`src/rtl/qam_symbol_scheduler_if.sv`:
```
// qam_symbol_scheduler_if: payload-side and mapper-side handshakes of the QAM symbol scheduler
interface qam_symbol_scheduler_if #(
    parameter int WORD_W = 32,
    parameter int SYM_W  = 4
);
    logic [WORD_W-1:0] word_data;
    logic              word_valid;
    logic              word_ready;
    logic [1:0]        qam;
    logic [SYM_W-1:0]  sym_data;
    logic [2:0]        sym_bps;
    logic [2:0]        sym_sel;
    logic              sym_valid;
    logic              sym_ready;
    logic              sym_last;
    logic              busy;
    logic              error;

    modport master (
        output word_data, word_valid, qam, sym_ready,
        input  word_ready, sym_data, sym_bps, sym_sel, sym_valid, sym_last, busy, error
    );

    modport slave (
        input  word_data, word_valid, qam, sym_ready,
        output word_ready, sym_data, sym_bps, sym_sel, sym_valid, sym_last, busy, error
    );
endinterface

```
`src/rtl/qam_symbol_scheduler.sv`:
```
// qam_symbol_scheduler: slices payload words LSB-first into 1/2/4-bit QAM symbols with back-pressure
module qam_symbol_scheduler #(
    parameter int WORD_W = 32,
    parameter int SYM_W  = 4
) (
    input logic                   clk,
    input logic                   rst,
    qam_symbol_scheduler_if.slave bus
);
    localparam int CW = $clog2(WORD_W);

    typedef enum logic {IDLE, SEND} state_t;

    state_t            r_state, w_state;
    logic [WORD_W-1:0] r_shreg, w_shreg;
    logic [CW-1:0]     r_cnt, w_cnt, w_load_cnt;
    logic [1:0]        r_mode, w_mode, w_qam_mode;
    logic              r_error, w_error;
    logic              w_last, w_acc, w_hs;
    logic [2:0]        w_bps;

    assign w_bps      = r_mode == 2'd2 ? 3'd4 : r_mode == 2'd1 ? 3'd2 : 3'd1;
    assign w_last     = r_state == SEND && r_cnt == '0;
    assign w_acc      = bus.word_valid && bus.word_ready;
    assign w_hs       = r_state == SEND && bus.sym_ready;
    assign w_qam_mode = bus.qam == 2'd3 ? 2'd0 : bus.qam;
    assign w_load_cnt = w_qam_mode == 2'd2 ? CW'(WORD_W / 4 - 1) :
                        w_qam_mode == 2'd1 ? CW'(WORD_W / 2 - 1) : CW'(WORD_W - 1);

    // sym_ready reaches word_ready only; every symbol output comes from registers
    assign bus.word_ready = r_state == IDLE || (w_last && bus.sym_ready);
    assign bus.sym_valid  = r_state == SEND;
    assign bus.busy       = r_state == SEND;
    assign bus.sym_last   = w_last;
    assign bus.sym_bps    = w_bps;
    assign bus.sym_sel    = {r_mode == 2'd2, r_mode == 2'd1, r_mode == 2'd0};
    assign bus.error      = r_error;
    assign bus.sym_data   = r_mode == 2'd2 ? SYM_W'(r_shreg[3:0]) :
                            r_mode == 2'd1 ? SYM_W'(r_shreg[1:0]) : SYM_W'(r_shreg[0]);

    always_ff @(posedge clk) begin
        if (rst) begin
            r_state <= IDLE;
            r_shreg <= '0;
            r_cnt   <= '0;
            r_mode  <= 2'd0;
            r_error <= 1'b0;
        end else begin
            r_state <= w_state;
            r_shreg <= w_shreg;
            r_cnt   <= w_cnt;
            r_mode  <= w_mode;
            r_error <= w_error;
        end
    end

    // a new word wins over the last-symbol retire, giving zero-bubble back-to-back words
    always_comb begin
        w_state = r_state;
        w_shreg = r_shreg;
        w_cnt   = r_cnt;
        w_mode  = r_mode;
        w_error = r_error | (w_acc && bus.qam == 2'd3);
        if (w_acc) begin
            w_state = SEND;
            w_shreg = bus.word_data;
            w_mode  = w_qam_mode;
            w_cnt   = w_load_cnt;
        end else if (w_hs) begin
            w_state = w_last ? IDLE : SEND;
            w_shreg = r_shreg >> w_bps;
            w_cnt   = w_last ? r_cnt : r_cnt - CW'(1);
        end
    end
endmodule

```
`src/flat_wrapper.sv`:
```
// flat-port wrapper written by rule: the top's interface ports become plain ports
module qam_symbol_scheduler_flat 
#(
    parameter int WORD_W = 32,
    parameter int SYM_W  = 4
)
  (clk, rst, bus_word_data, bus_word_valid, bus_qam, bus_sym_ready, bus_word_ready, bus_sym_data, bus_sym_bps, bus_sym_sel, bus_sym_valid, bus_sym_last, bus_busy, bus_error);
  qam_symbol_scheduler_if #(.WORD_W(WORD_W), .SYM_W(SYM_W)) bus_i ();
  input logic clk;
  input logic rst;
  input wire logic [$bits(bus_i.word_data)-1:0] bus_word_data;
  input wire logic [$bits(bus_i.word_valid)-1:0] bus_word_valid;
  input wire logic [$bits(bus_i.qam)-1:0] bus_qam;
  input wire logic [$bits(bus_i.sym_ready)-1:0] bus_sym_ready;
  output wire logic [$bits(bus_i.word_ready)-1:0] bus_word_ready;
  output wire logic [$bits(bus_i.sym_data)-1:0] bus_sym_data;
  output wire logic [$bits(bus_i.sym_bps)-1:0] bus_sym_bps;
  output wire logic [$bits(bus_i.sym_sel)-1:0] bus_sym_sel;
  output wire logic [$bits(bus_i.sym_valid)-1:0] bus_sym_valid;
  output wire logic [$bits(bus_i.sym_last)-1:0] bus_sym_last;
  output wire logic [$bits(bus_i.busy)-1:0] bus_busy;
  output wire logic [$bits(bus_i.error)-1:0] bus_error;
  assign bus_i.word_data = bus_word_data;
  assign bus_i.word_valid = bus_word_valid;
  assign bus_i.qam = bus_qam;
  assign bus_i.sym_ready = bus_sym_ready;
  assign bus_word_ready = bus_i.word_ready;
  assign bus_sym_data = bus_i.sym_data;
  assign bus_sym_bps = bus_i.sym_bps;
  assign bus_sym_sel = bus_i.sym_sel;
  assign bus_sym_valid = bus_i.sym_valid;
  assign bus_sym_last = bus_i.sym_last;
  assign bus_busy = bus_i.busy;
  assign bus_error = bus_i.error;
  qam_symbol_scheduler #(.WORD_W(WORD_W), .SYM_W(SYM_W)) u_core (.clk(clk), .rst(rst), .bus(bus_i));
endmodule
```
`config.mk`:
```
export PLATFORM = sky130hd
export DESIGN_NAME = qam_symbol_scheduler_flat
export DESIGN_NICKNAME = d
export VERILOG_FILES = /design/src/rtl/qam_symbol_scheduler_if.sv /design/src/rtl/qam_symbol_scheduler.sv /design/src/flat_wrapper.sv
export SDC_FILE = /design/constraint.sdc
export NUM_CORES = 1
export LEC_CHECK = 0
export CAP_MARGIN = 20
export CELL_PAD_IN_SITES_DETAIL_PLACEMENT = 2
export CELL_PAD_IN_SITES_GLOBAL_PLACEMENT = 2
export CORE_MARGIN = 2
export CORE_UTILIZATION = 34
export CTS_BUF_LIST = sky130_fd_sc_hd__clkbuf_8
export DETAILED_ROUTE_END_ITERATION = 10
export PLACE_DENSITY_LB_ADDON = 0.1
export SETUP_SLACK_MARGIN = 0.3
export SLEW_MARGIN = 15
export SYNTH_ARGS = -nofsm -noshare
export SYNTH_HDL_FRONTEND = slang
export SYNTH_SLANG_ARGS = --single-unit
```
`constraint.sdc`:
```
create_clock -name clk -period 2.6 [get_ports clk]
set_input_delay 0.52 -clock clk [delete_from_list [all_inputs] [get_ports clk]]
set_output_delay 0.52 -clock clk [all_outputs]
set_load 0.005 [all_outputs]
```
==> results.json <==
{
  "highest_layer": "met4",
  "num_rows": 34,
  "synthTopCellsByArea": "mux2i_1 27%, dfxtp_1 26%, nand4b_1 6.5%, nand3b_1 6.0%, o211ai_1 6.0%",
  "p_sw_share_pct": 31.7,
  "finalNetCount": 436,
  "reg2regPathDepth": 13,
  "syn-num-nets": 390,
  "wl_met3_um": 190,
  "setup_slack_ns": 0.250,
  "vias": 2825,
  "die_w_um": 99.8,
  "drtIter0Drc": 78,
  "htree_levels": 2,
  "p_leak_nw": 1.44,
  "crit_fanout": 4,
  "ys_ff_latch": 41,
  "synth_seq_area_share_pct": 26.3,
  "p_comb_share_pct": 30.7,
  "grt_pass1_wl_mm": 16.5,
  "worstSetupPathType": "reg -> reg",
  "required_ns": 2.79,
  "drv_slew": 0,
  "port_buffers": 52,
  "synth_area_um2": 3120,
  "die_y_um": 99.8,
  "wl_per_cell_um": 20.3,
  "worst_pin_slew_ns": 0.575,
  "fillers": 972,
  "clkSinkCount": 41,
  "dr_wl_met2_mm": 5.18,
  "power_density_nw_per_um2": 456,
  "drive_gt1_share_pct": 12.6,
  "cts_buffers": 5,
  "syn_inst": 342,
  "coreArea_um2": 8810,
  "synth_edf_count": 0,
  "peakVddDrop_mv": 0.181,
  "power.share.clock_pct": 28.7,
  "whs_ns": 0.479,
  "ys_top_cells_by_count": "83 x mux2i_1, 41 x dfxtp_1, 25 x nand3b_1, 25 x o211ai_1, 23 x nand4b_1",
  "ant_nets": 0,
  "syn_avg_cell_area_um2": 9.12,
  "wl_met1_mm": 4.65,
  "cp-start-kind": "flip-flop",
  "start_util_pct": 35.4,
  "endpoint_kind": "flip-flop",
  "clock_skew_ns": 0.0134,
  "synth_async_sr_flop_share_pct": 0,
  "grt_pass1_vias": 3090,
  "grt-ovfl-total": 0,
  "maxCapViolCount": 0,
  "drtPass1Iterations": 6,
  "p_switching_uw": 570,
  "hold_violations": 0,
  "min_period_ns": 2.35,
  "place_ws_ns": 0.248,
  "relSlewSlack_pct": 61.7,
  "ios": 53,
  "run_status": "finished, final reports clean",
  "clock.fmax_ghz": 0.426,
  "antennaDiodeCount": 0,
  "area_delta_synth_final_pct": 26.3,
  "p_int_mw": 1.23,
  "finalSetupViolations": 0,
  "power_mw": 1.80,
  "tns_ns": 0,
  "design.die.area_um2": 9960,
  "netlist.area_leader.share_pct": 26.6,
  "root_buffer": "clkbuf_8",
  "clk_path_buf_depth": 2,
  "synth_most_common_cell": "mux2i_1",
  "yosys_warnings": 0,
  "hold_path_depth": 2,
  "arrival_ns": 2.54,
  "cts.reportedPaths.clkPinSlew_ns": 0.08,
  "multi_input_area_um2": 2120,
  "drt_wl_total_mm": 10.1,
  "antenna_found_initial": 0,
  "hold_buffers": 0,
  "layout.area.seq_um2": 827,
  "avgViaCountPerCell": 5.70,
  "synth_ff_type": "dfxtp_1",
  "synth_cell_types": 43,
  "hold_path_class": "reg -> reg",
  "grt_use_total_pct": 20.6,
  "power_frac_seq_pct": 40.6,
  "cts_tree": "yes",
  "rsz0062_at_grt": "yes",
  "period_share_pct": 90.4,
  "detailed_place_hpwl_mm": 6.80,
  "drcViolationCount": 0,
  "synth_area_leader_cell": "mux2i_1",
  "insertion_delay_ns": 0.30,
  "grt_max_degree": 66,
  "place_congestion": 0.731
}
-- critical path, cell delays in order (launching register included) --
cell,delay (ns)
dfxtp_4,0.37
inv_2,0.06
ha_1,0.14
nor4b_4,0.29
nand2_1,0.15
buf_4,0.16
buf_4,0.12
buf_4,0.12
buf_4,0.12
buf_4,0.12
buf_4,0.12
buf_4,0.12
buf_4,0.13
a311oi_2,0.24
-- timing repair --
item,4_1_cts,5_1_grt
setup endpoints to repair,6,7
endpoints found under the hold margin,0,0
buffers inserted,9,0
resized for setup,5,10
-- flip-flops by register name (all words and copies together), names as in the netlist --
| register | cells |
|---|---|
| u_core.bus.error | 1 |
| u_core.r_mode | 2 |
| u_core.r_cnt | 5 |
| u_core.r_shreg | 32 |
| u_core.bus.busy | 1 |
-- worst paths after layout --
kind | start | endpoint | slack, ns
worst max-delay path | u_core.r_cnt[0] | u_core.r_cnt[1] | 0.25
worst min-delay path | u_core.bus.error | u_core.bus.error | 0.48
worst min register to register | u_core.bus.error | u_core.bus.error | 0.48
worst max register to register | u_core.r_cnt[0] | u_core.r_cnt[1] | 0.25
-- power groups by stage --
| stage | registers [mW] | clock network (mW) | logic, mW |
|---|---|---|---|
| global route | 0.736 | 0.554 | 0.605 |
| CTS | 0.728 | 0.531 | 0.548 |
| finish | 0.729 | 0.516 | 0.551 |
| detailed placement | 0.740 | 0 | 0.525 |
| global placement | 0.738 | 0 | 0.507 |
| floorplan | 0.721 | 0 | 0.338 |
-- cell families after synthesis --
| kind of cell | synth area share [%] |
|---|---|
| AOI/OAI and AO/OA | 14.2 |
| and+or+nand+nor | 21.5 |
| muxes | 27.0 |
| DFF | 26.3 |
| adders and majority gates | 4.01 |
| buffers and inverters | 7.06 |
-- layer usage --
metal  up-vias  GRT usage, %
met5         -             0
met4         0          2.53
met3         2          2.86
met2        34          37.9
met1      1413          26.3
li1       1376             -
-- layout make-up --
cell class / count / share of cell area (%)
Clock buffer: 5 / 1.75
Clock inverter: 2 / 0.889
Inverter: 11 / 1.11
Multi-Input combinational cell: 253 / 53.7
Sequential cell: 41 / 21.0
Tap cell: 108 / 3.43
Timing Repair Buffer: 76 / 18.1
-- through the flow --
step	instance area, um2	cells	utilization (%)
after floorplan	3120	342	-
after global placement	3720	480	42.3
after detailed placement	3720	480	42.3
after CTS	3900	496	44.3
after global routing	3940	496	44.7
final	3940	496	44.7
-- cells in the final DEF (no fill, tap or decap), types with 2 or more instances in the layout --
| cell type | instances |
|---|---|
| a21boi_0 | 2 |
| a21oi_1 | 5 |
| a22oi_1 | 4 |
| a311oi_1 | 3 |
| a31oi_1 | 3 |
| and2_1 | 4 |
| buf_4 | 23 |
| clkbuf_8 | 5 |
| clkdlybuf4s50_1 | 49 |
| dfxtp_1 | 38 |
| dfxtp_2 | 2 |
| dlymetal6s2s_1 | 2 |
| ha_1 | 7 |
| ha_4 | 2 |
| inv_1 | 7 |
| inv_2 | 3 |
| mux2i_1 | 82 |
| nand2_1 | 15 |
| nand2b_1 | 2 |
| nand3b_1 | 25 |
| nand4_1 | 2 |
| nand4b_1 | 23 |
| nor2_1 | 13 |
| nor2b_1 | 3 |
| nor3_1 | 3 |
| nor3b_1 | 2 |
| o211ai_1 | 25 |
| o21a_1 | 2 |
| o22ai_1 | 3 |
| o2bb2ai_1 | 2 |
| o32ai_1 | 3 |
| or4_1 | 2 |
No activity file was read; power rests on OpenSTA's default activity.
